==> src/rtl/estacionamiento_pkg.sv <==
// Shared types for the parking gate front end: FSM states, A/B beam codes, next-state table.
// Pure declarations; no latency, no flow control.
// Next-state function holds the legal occlusion sequences for entry and exit.
package estacionamiento_pkg;

    typedef enum logic [2:0] {
        IDLE, ENT_A, ENT_AB, ENT_B, SAL_B, SAL_AB, SAL_A, FALLO
    } estado_gate_t;

    localparam logic [1:0] AB_LIBRE = 2'b00;
    localparam logic [1:0] AB_B     = 2'b01;
    localparam logic [1:0] AB_A     = 2'b10;
    localparam logic [1:0] AB_AMBOS = 2'b11;

    function automatic estado_gate_t siguiente_estado(input estado_gate_t e, input logic [1:0] ab);
        estado_gate_t s;
        s = e;
        case (e)
            IDLE:   case (ab) AB_A: s = ENT_A;  AB_B: s = SAL_B;  AB_AMBOS: s = FALLO;  default: s = IDLE;   endcase
            ENT_A:  case (ab) AB_AMBOS: s = ENT_AB; AB_LIBRE: s = IDLE;  AB_B: s = FALLO;  default: s = ENT_A;  endcase
            ENT_AB: case (ab) AB_B: s = ENT_B;  AB_A: s = ENT_A;  AB_LIBRE: s = FALLO;  default: s = ENT_AB; endcase
            ENT_B:  case (ab) AB_LIBRE: s = IDLE; AB_AMBOS: s = ENT_AB; AB_A: s = FALLO;  default: s = ENT_B;  endcase
            SAL_B:  case (ab) AB_AMBOS: s = SAL_AB; AB_LIBRE: s = IDLE;  AB_A: s = FALLO;  default: s = SAL_B;  endcase
            SAL_AB: case (ab) AB_A: s = SAL_A;  AB_B: s = SAL_B;  AB_LIBRE: s = FALLO;  default: s = SAL_AB; endcase
            SAL_A:  case (ab) AB_LIBRE: s = IDLE; AB_AMBOS: s = SAL_AB; AB_B: s = FALLO;  default: s = SAL_A;  endcase
            FALLO:  s = (ab == AB_LIBRE) ? IDLE : FALLO;
            default: s = IDLE;
        endcase
        return s;
    endfunction

endpackage

==> src/rtl/filtro_sensor.sv <==
// One beam sensor: 2-FF synchronizer, plus debounce filter when DETECTOR_DEBOUNCE_EN is defined.
// Latency 2 cycles (+DEBOUNCE_CYCLES with filter); no backpressure, raw input sampled every cycle.
// Filter output follows only after DEBOUNCE_CYCLES consecutive samples differing from it.
module filtro_sensor #(
    parameter int DEBOUNCE_CYCLES = 4
) (
    input  logic clk,
    input  logic reset,
    input  logic sensor,
    output logic filtrado
);

    logic [1:0] sync;

    always_ff @(posedge clk or posedge reset) begin
        if (reset) sync <= 2'b00;
        else       sync <= {sync[0], sensor};
    end

`ifdef DETECTOR_DEBOUNCE_EN
    localparam int CW = (DEBOUNCE_CYCLES > 1) ? $clog2(DEBOUNCE_CYCLES) : 1;

    logic [CW-1:0] cnt;
    logic          salida;

    // Any sample equal to the current output restarts the run of differing samples.
    always_ff @(posedge clk or posedge reset) begin
        if (reset) begin
            cnt    <= '0;
            salida <= 1'b0;
        end else if (sync[1] == salida) begin
            cnt <= '0;
        end else if (cnt == CW'(DEBOUNCE_CYCLES - 1)) begin
            cnt    <= '0;
            salida <= sync[1];
        end else begin
            cnt <= cnt + 1'b1;
        end
    end

    assign filtrado = salida;
`else
    assign filtrado = sync[1];
`endif

endmodule

==> src/rtl/detector_sentido_paso.sv <==
// Gate direction detector: tracks A/B beam sequence, pulses auto_entra/auto_sale/fallo (DETECTOR_DEBOUNCE_EN adds filter).
// Latency: raw edge to pulse 3 clk edges (+DEBOUNCE_CYCLES with filter); no backpressure, pulses are fire-and-forget.
// Stalled sequences abort to FALLO after TIMEOUT_CYCLES; n_fallos saturates.
module detector_sentido_paso
    import estacionamiento_pkg::*;
#(
    parameter int TIMEOUT_CYCLES  = 1000,
    parameter int DEBOUNCE_CYCLES = 4,
    parameter int FALLOS_W        = 8
) (
    input  logic                clk,
    input  logic                reset,
    input  logic                sensor_a,
    input  logic                sensor_b,
    output logic                auto_entra,
    output logic                auto_sale,
    output logic                fallo,
    output logic                ocupado,
    output logic [FALLOS_W-1:0] n_fallos
);

    localparam int TW = $clog2(TIMEOUT_CYCLES);

    logic          a_s, b_s;
    logic [1:0]    ab;
    estado_gate_t  estado, est_sig;
    logic [TW-1:0] cnt_to;
    logic          en_espera, vencido, entra_fallo;

    filtro_sensor #(.DEBOUNCE_CYCLES(DEBOUNCE_CYCLES)) u_filtro_a (
        .clk(clk), .reset(reset), .sensor(sensor_a), .filtrado(a_s)
    );
    filtro_sensor #(.DEBOUNCE_CYCLES(DEBOUNCE_CYCLES)) u_filtro_b (
        .clk(clk), .reset(reset), .sensor(sensor_b), .filtrado(b_s)
    );

    assign ab          = {a_s, b_s};
    assign est_sig     = siguiente_estado(estado, ab);
    assign en_espera   = (estado == IDLE) || (estado == FALLO);
    // Timeout wins over any simultaneous beam transition.
    assign vencido     = !en_espera && (cnt_to == TW'(TIMEOUT_CYCLES - 1));
    assign entra_fallo = vencido || ((est_sig == FALLO) && (estado != FALLO));

    always_ff @(posedge clk or posedge reset) begin
        if (reset) begin
            estado     <= IDLE;
            cnt_to     <= '0;
            auto_entra <= 1'b0;
            auto_sale  <= 1'b0;
            fallo      <= 1'b0;
            n_fallos   <= '0;
        end else begin
            auto_entra <= !vencido && (estado == ENT_B) && (ab == AB_LIBRE);
            auto_sale  <= !vencido && (estado == SAL_A) && (ab == AB_LIBRE);
            fallo      <= entra_fallo;
            if (vencido) begin
                estado <= FALLO;
                cnt_to <= '0;
            end else begin
                estado <= est_sig;
                cnt_to <= ((est_sig != estado) || en_espera) ? '0 : cnt_to + 1'b1;
            end
            if (entra_fallo && (n_fallos != {FALLOS_W{1'b1}}))
                n_fallos <= n_fallos + 1'b1;
        end
    end

    assign ocupado = (estado != IDLE);

endmodule
==> config.mk <==
export PLATFORM = sky130hd
export DESIGN_NAME = detector_sentido_paso
export DESIGN_NICKNAME = d
export VERILOG_FILES = /design/src/rtl/estacionamiento_pkg.sv /design/src/rtl/filtro_sensor.sv /design/src/rtl/detector_sentido_paso.sv
export SDC_FILE = /design/constraint.sdc
export NUM_CORES = 1
export LEC_CHECK = 0
export BUFFER_PORTS_ARGS = -buffer_cell sky130_fd_sc_hd__buf_2
export CORE_ASPECT_RATIO = 0.9
export CORE_UTILIZATION = 55
export DETAILED_ROUTE_END_ITERATION = 10
export PLACE_DENSITY_LB_ADDON = 0.12
export SYNTH_ARGS = -nofsm -noshare
export SYNTH_HDL_FRONTEND = slang
export SYNTH_SLANG_ARGS = --single-unit
==> constraint.sdc <==
create_clock -name clk -period 3.5 [get_ports clk]
set_input_delay 0.175 -clock clk [delete_from_list [all_inputs] [get_ports clk]]
set_output_delay 0.175 -clock clk [all_outputs]
set_load 0.01 [all_outputs]
After elaboration in Yosys (flattened, before gate mapping). Cells that the tools add are included.

$add $sub $neg: 2. Eq/ne operators: 15. Mux-type cells: 12. Reduce and logical (&&, ||, !) cells: 15.

Operators by type and width (number): one-hot mux 3 bit (3 select lines) (6); one-hot mux 3 bit (8 select lines) (1); two-way mux 10 bit (2); equality test 3 bit, second input constant (5); adder 10 x 1 -> 10 bit, second input constant (1); equality test 10 bit, second input constant (1); adder 8 x 1 -> 8 bit, second input constant (1); != test 8 bit, second input constant (1); logical AND 1 bit (7); equality test 3 x 2 -> 1 bit, second input constant (2); two-way mux 3 bit (2); one-hot mux 2 bit (3 select lines) (1); equality test 2 bit, second input constant (2); equality test 3 x 1 -> 1 bit, second input constant (1); logical NOT 3 bit (1); logical OR 1 bit (3); != test 3 bit (1); != test 3 bit, second input constant (1); nonzero test 3 bit (1); equality test 2 x 1 -> 1 bit, second input constant (1); logical NOT 1 bit (2); logical NOT 2 bit (1).

Bits in registers: 28. Input bits: 4. Output and inout port bits: 12. Logic and storage cells: 52.

Depth between registers and ports, before layout.
Depth after elaboration: 7. Depth in mapped cells: 8. Gate-level depth less buffers: 8.

By module. From an unflattened synthesis, not the netlist that was laid out.

Cell total of the unflattened synthesis: 164. Area total of the unflattened synthesis: 1610.3 sq um.

By module, submodules not included: detector_sentido_paso (times used 1, cells an instance 158, area an instance 1502.7 sq um); filtro_sensor (times used 2, cells an instance 3, area an instance 53.8 sq um).

Worst setup path after synthesis. No wires, ideal clock.

Path type: register to register. Start: reg u_filtro_a.sync[1]. End: reg n_fallos[1]. Setup time: 127 ps. Arrival time: 2329 ps. Required time: 3373 ps. Setup slack: 1044 ps. Cell stages (with the launch flop): 9. Buffers on the path: 0. Clock period less this slack: 2456 ps. Cells stage by stage: dfrtp_1 inv_1 ha_1 nor2_1 a2111oi_4 o32ai_2 o41ai_4 and2_4 mux2_1.

Word-level cells in the longest chain between the ends: 7. Elaborated cells between the ends (all ways): 17.

Ends and longest elaborated chain: start: declaration (line filtro_sensor.sv:13) `logic [1:0] sync;`; start signal: assignment (line filtro_sensor.sv:17) `else sync <= {sync[0], sensor};`; equality test 2 x 1 -> 1 bit, or another cell as far along; one-hot mux 3 bit (3 select lines), or another cell as far along (line estacionamiento_pkg.sv:25) `SAL_A: case (ab) AB_LIBRE: s = IDLE; AB_AMBOS: s = SAL_AB; AB_B: s = FALLO; default: s = SAL_A; endcase`; one-hot mux 3 bit (8 select lines) * (line estacionamiento_pkg.sv:18) `case (e)`; equality test 3 bit * (line detector_sentido_paso.sv:42) `assign entra_fallo = vencido || ((est_sig == FALLO) && (estado != FALLO));`; logical AND 1 bit * (line detector_sentido_paso.sv:42); logical OR 1 bit * (line detector_sentido_paso.sv:42); named net entra_fallo (line detector_sentido_paso.sv:28) `logic en_espera, vencido, entra_fallo;`; logical AND 1 bit * (line detector_sentido_paso.sv:63) `if (entra_fallo && (n_fallos != {FALLOS_W{1'b1}}))`; end signal: assignment (line detector_sentido_paso.sv:64) `n_fallos <= n_fallos + 1'b1;`; end: declaration (line detector_sentido_paso.sv:19) `output logic [FALLOS_W-1:0] n_fallos`.

Mark *: on every way through the listed nets, which the timed path passes. The rest lies on a longest branch. A chain may end at the register's enable or synchronous reset.

Final worst setup path. Same ends and word-level chain as after synthesis.

==> run_results.csv <==
group,metric,value,unit
power,leakagePower,0.000805,uW
timing,min_period,2680,ps
yosys,avgSynthCellArea,10.5,um2
cells_and_area,multi_input_area,847,um2
critical_path,r2r_cells,8,
cells_and_area,fill_cells,237,
cells_and_area,final_util,0.641,
cells_and_area,regArea,701,um2
yosys,synth-edff-count,0,
min_path,hold_class,"input pin to async pin",
timing,tightest_slew,1030,ps
timing,clock_skew,4.69,ps
power,power_frac_comb,0.420,
timing,setup_viol,0,
critical_path,crit_fanout,9,
cells_and_area,finalInstanceArea,1780,um2
power,sw_frac_of_total,0.413,
place,dp_hpwl,2140,um
timing,rsz0062_at_grt,"no",
power,power_frac_clock,0.172,
yosys,async_flop_share,1.00,
route,wirelength,2960,um
route,ant_nets,0,
global_routing,overflow,0,
critical_path,worstSetupPathType,"flip-flop to flip-flop",
yosys,yosysWarnings,0,
timing,fin_crit_sh,0.767,
route,drt_iter0_drc,55,
yosys,ys.flop_type,"dfrtp_1",
timing,clock.fmax,0.373,GHz
place,gp_congestion,0.855,
cells_and_area,drive_above_1_share,0.153,
power,ir_worst_vdd,433,uV
yosys,syn_area,1620,um2
critical_path,cp.arrival,2920,ps
critical_path,startpoint_type,"flip-flop",
yosys,yosysTopAreaCellShare,0.433,
yosys,synth-seq-cells,28,
critical_path,rr_startpoint,"u_filtro_a.sync[1]$_DFF_PP0_",
route,first_pass_iters,4,
clock_network,ctsHoldBuffers,2,
floorplanning,die_w,59.2,um
power,p_int,727,uW
floorplanning,core,2770,um2
floorplanning,start_util,0.584,
clock_network,cts_buffer_depth,2,
global_routing,grt_max_degree,29,
timing,hold_viol,0,
route,vias_per_cell,5.49,
timing,relSlewSlack,0.314,
timing,drv_slew,0,
yosys,syn_inst,154,
clock_network,post_cts_resized,0,
power,p_switching,511,uW
clock_network,cts_tree,"built",
yosys,synth.area.top_cells,"dfrtp_1 (43%), ha_1 (7.7%), xnor2_1 (4.9%), nor2_1 (4.4%), and3_1 (2.3%)",
cells_and_area,diodes,0,
place,place_area,1700,um2
clock_network,postCtsSetupRepairBufs,0,
power,power_density,697,nW/um2
cells_and_area,syn2layout_area_growth,9.74,%
route,via_count,1152,
timing,fin_tns_setup,0,ps
timing,whs,65.0,ps
clock_network,insertion_delay,330,ps
clock_network,cts_root_buf,"clkbuf_4",
clock_network,clock-sinks,28,
floorplanning,placementRows,18,
yosys,synth-seq-area-share,0.433,
floorplanning,dieArea,3160,um2
critical_path,r2r_end,"n_fallos[1]$_DFFE_PP0P_",
clock_network,htree_levels,1,
run_status,status,"complete, no violations",
floorplanning,ios,16,
job,maxCapViolCount,0,
yosys,synth_nets,168,
critical_path,worstSetupEndpointType,"flip-flop",
yosys,post-synth-top-area-cell,"dfrtp_1",
global_routing,grt_pass1_wl,5340,um
global_routing,track_usage,0.231,
clock_network,numCtsBuffers,3,
critical_path,rrSetupSlack,820,ps
clock_network,clk_pin_slew,150,ps
place,io_buffers,15,
cells_and_area,nets,185,
route,drc,0,
yosys,yosysUniqueCellTypes,48,
global_routing,antenna_found_initial,0,
route,post_drt_wl_per_cell,14.1,um
global_routing,first_global_vias,1117,
critical_path,required,3730,ps
power,seqPwrFrac,0.408,
floorplanning,die_h,53.5,um
## power by group through the flow
stage | Sequential, uW | Combinational (uW) | Clock, uW
after floorplan | 463 | 457 | 0
after CTS | 503 | 521 | 218
after global routing | 521 | 576 | 231
final | 504 | 520 | 213
after global placement | 502 | 514 | 0
after detailed placement | 508 | 516 | 0
## final cells by class
| cell class | count | share of cell area |
|---|---|---|
| clock buffers | 3 | 0.0127 |
| clock inverters | 1 | 0.0169 |
| inverters | 8 | 0.0169 |
| multi-input cells | 113 | 0.477 |
| flip-flops and latches | 28 | 0.395 |
| well taps | 40 | 0.0282 |
| repair buffers | 17 | 0.0536 |
## how the worst max path moves through the flow
stage                                       startpoint                 endpoint  slack, ps  cells after the start
after floorplan           u_filtro_a.sync[1]$_DFF_PP0_  n_fallos[1]$_DFFE_PP0P_       1040                      8
after global placement    u_filtro_a.sync[1]$_DFF_PP0_  n_fallos[1]$_DFFE_PP0P_        920                      8
after detailed placement  u_filtro_a.sync[1]$_DFF_PP0_  n_fallos[1]$_DFFE_PP0P_        830                      8
after CTS                 u_filtro_a.sync[1]$_DFF_PP0_  n_fallos[1]$_DFFE_PP0P_        800                      8
after global routing      u_filtro_a.sync[1]$_DFF_PP0_  n_fallos[1]$_DFFE_PP0P_        550                      8
final                     u_filtro_a.sync[1]$_DFF_PP0_  n_fallos[1]$_DFFE_PP0P_        820                      8
## state kept, by name, indices dropped and copies added (netlist names)
signal           cells
auto_entra           1
auto_sale            1
cnt_to              10
estado               3
fallo                1
n_fallos             8
u_filtro_a.sync      2
u_filtro_b.sync      2
## layout by cell type, fill, tap and decap left out, types with 2 or more instances in the layout
| cell type | instances |
|---|---|
| nand4_1 | 4 |
| nand3_1 | 4 |
| nor2_1 | 19 |
| nand2_1 | 9 |
| or3_1 | 2 |
| a211oi_1 | 2 |
| a21oi_1 | 3 |
| buf_2 | 15 |
| xnor2_1 | 9 |
| nand4b_1 | 2 |
| ha_1 | 10 |
| xor2_1 | 4 |
| o32ai_1 | 2 |
| clkbuf_4 | 3 |
| nor2b_1 | 4 |
| mux2_1 | 2 |
| inv_1 | 8 |
| dlygate4sd3_1 | 2 |
| and3_1 | 6 |
| nor3_1 | 3 |
| dfrtp_1 | 28 |
| nand2b_1 | 2 |
## cells by family after synthesis
family                   Yosys count  share of synthesized area
buffers and inverters             13                     0.0433
adder cells (fa/ha/maj)           10                     0.0773
AO/OA/AOI/OAI                     22                      0.139
XOR/XNOR                          13                     0.0704
flip-flops                        28                      0.433
AND/OR/NAND/NOR                   66                      0.223
multiplexers                       2                     0.0139
## critical path, cell delays in order, from the launching register on
cell and delay [ps]:
dfrtp_1 450, inv_1 120, ha_1 350, nor3b_1 220, o31a_1 180, o32ai_2 140
o41ai_4 560, and2_4 260, mux2_1 320
## synth_stat cells, types with 2 or more instances
| cell type | number |
|---|---|
| nand4_1 | 4 |
| dfrtp_1 | 28 |
| a21oi_1 | 3 |
| nand4b_1 | 2 |
| nor2b_1 | 4 |
| nand2_1 | 9 |
| nand2b_1 | 2 |
| inv_1 | 8 |
| nor2_1 | 19 |
| mux2_1 | 2 |
| xnor2_1 | 9 |
| nand3_1 | 4 |
| buf_6 | 2 |
| and3_1 | 6 |
| o32ai_1 | 2 |
| ha_1 | 10 |
| buf_2 | 2 |
| a211oi_1 | 2 |
| xor2_1 | 4 |
| nor3_1 | 3 |
| or3_1 | 2 |
## per-stage QoR
stage          setup slack [ps]  cells  power [uW]
5_1_grt                     546    210        1330
3_3_place_gp                921    204        1020
2_1_floorplan              1040    154         920
3_5_place_dp                834    204        1020
6_report                    816    210        1240
4_1_cts                     796    210        1240
## per-layer routing
layer | wire length, um | GRT usage
met1 | 1480 | 0.338
met2 | 1310 | 0.347
met3 | 127 | 0.0293
met4 | 52 | 0.0873
met5 | 0 | 0
Note: power is estimated with default switching activity, not from simulation.
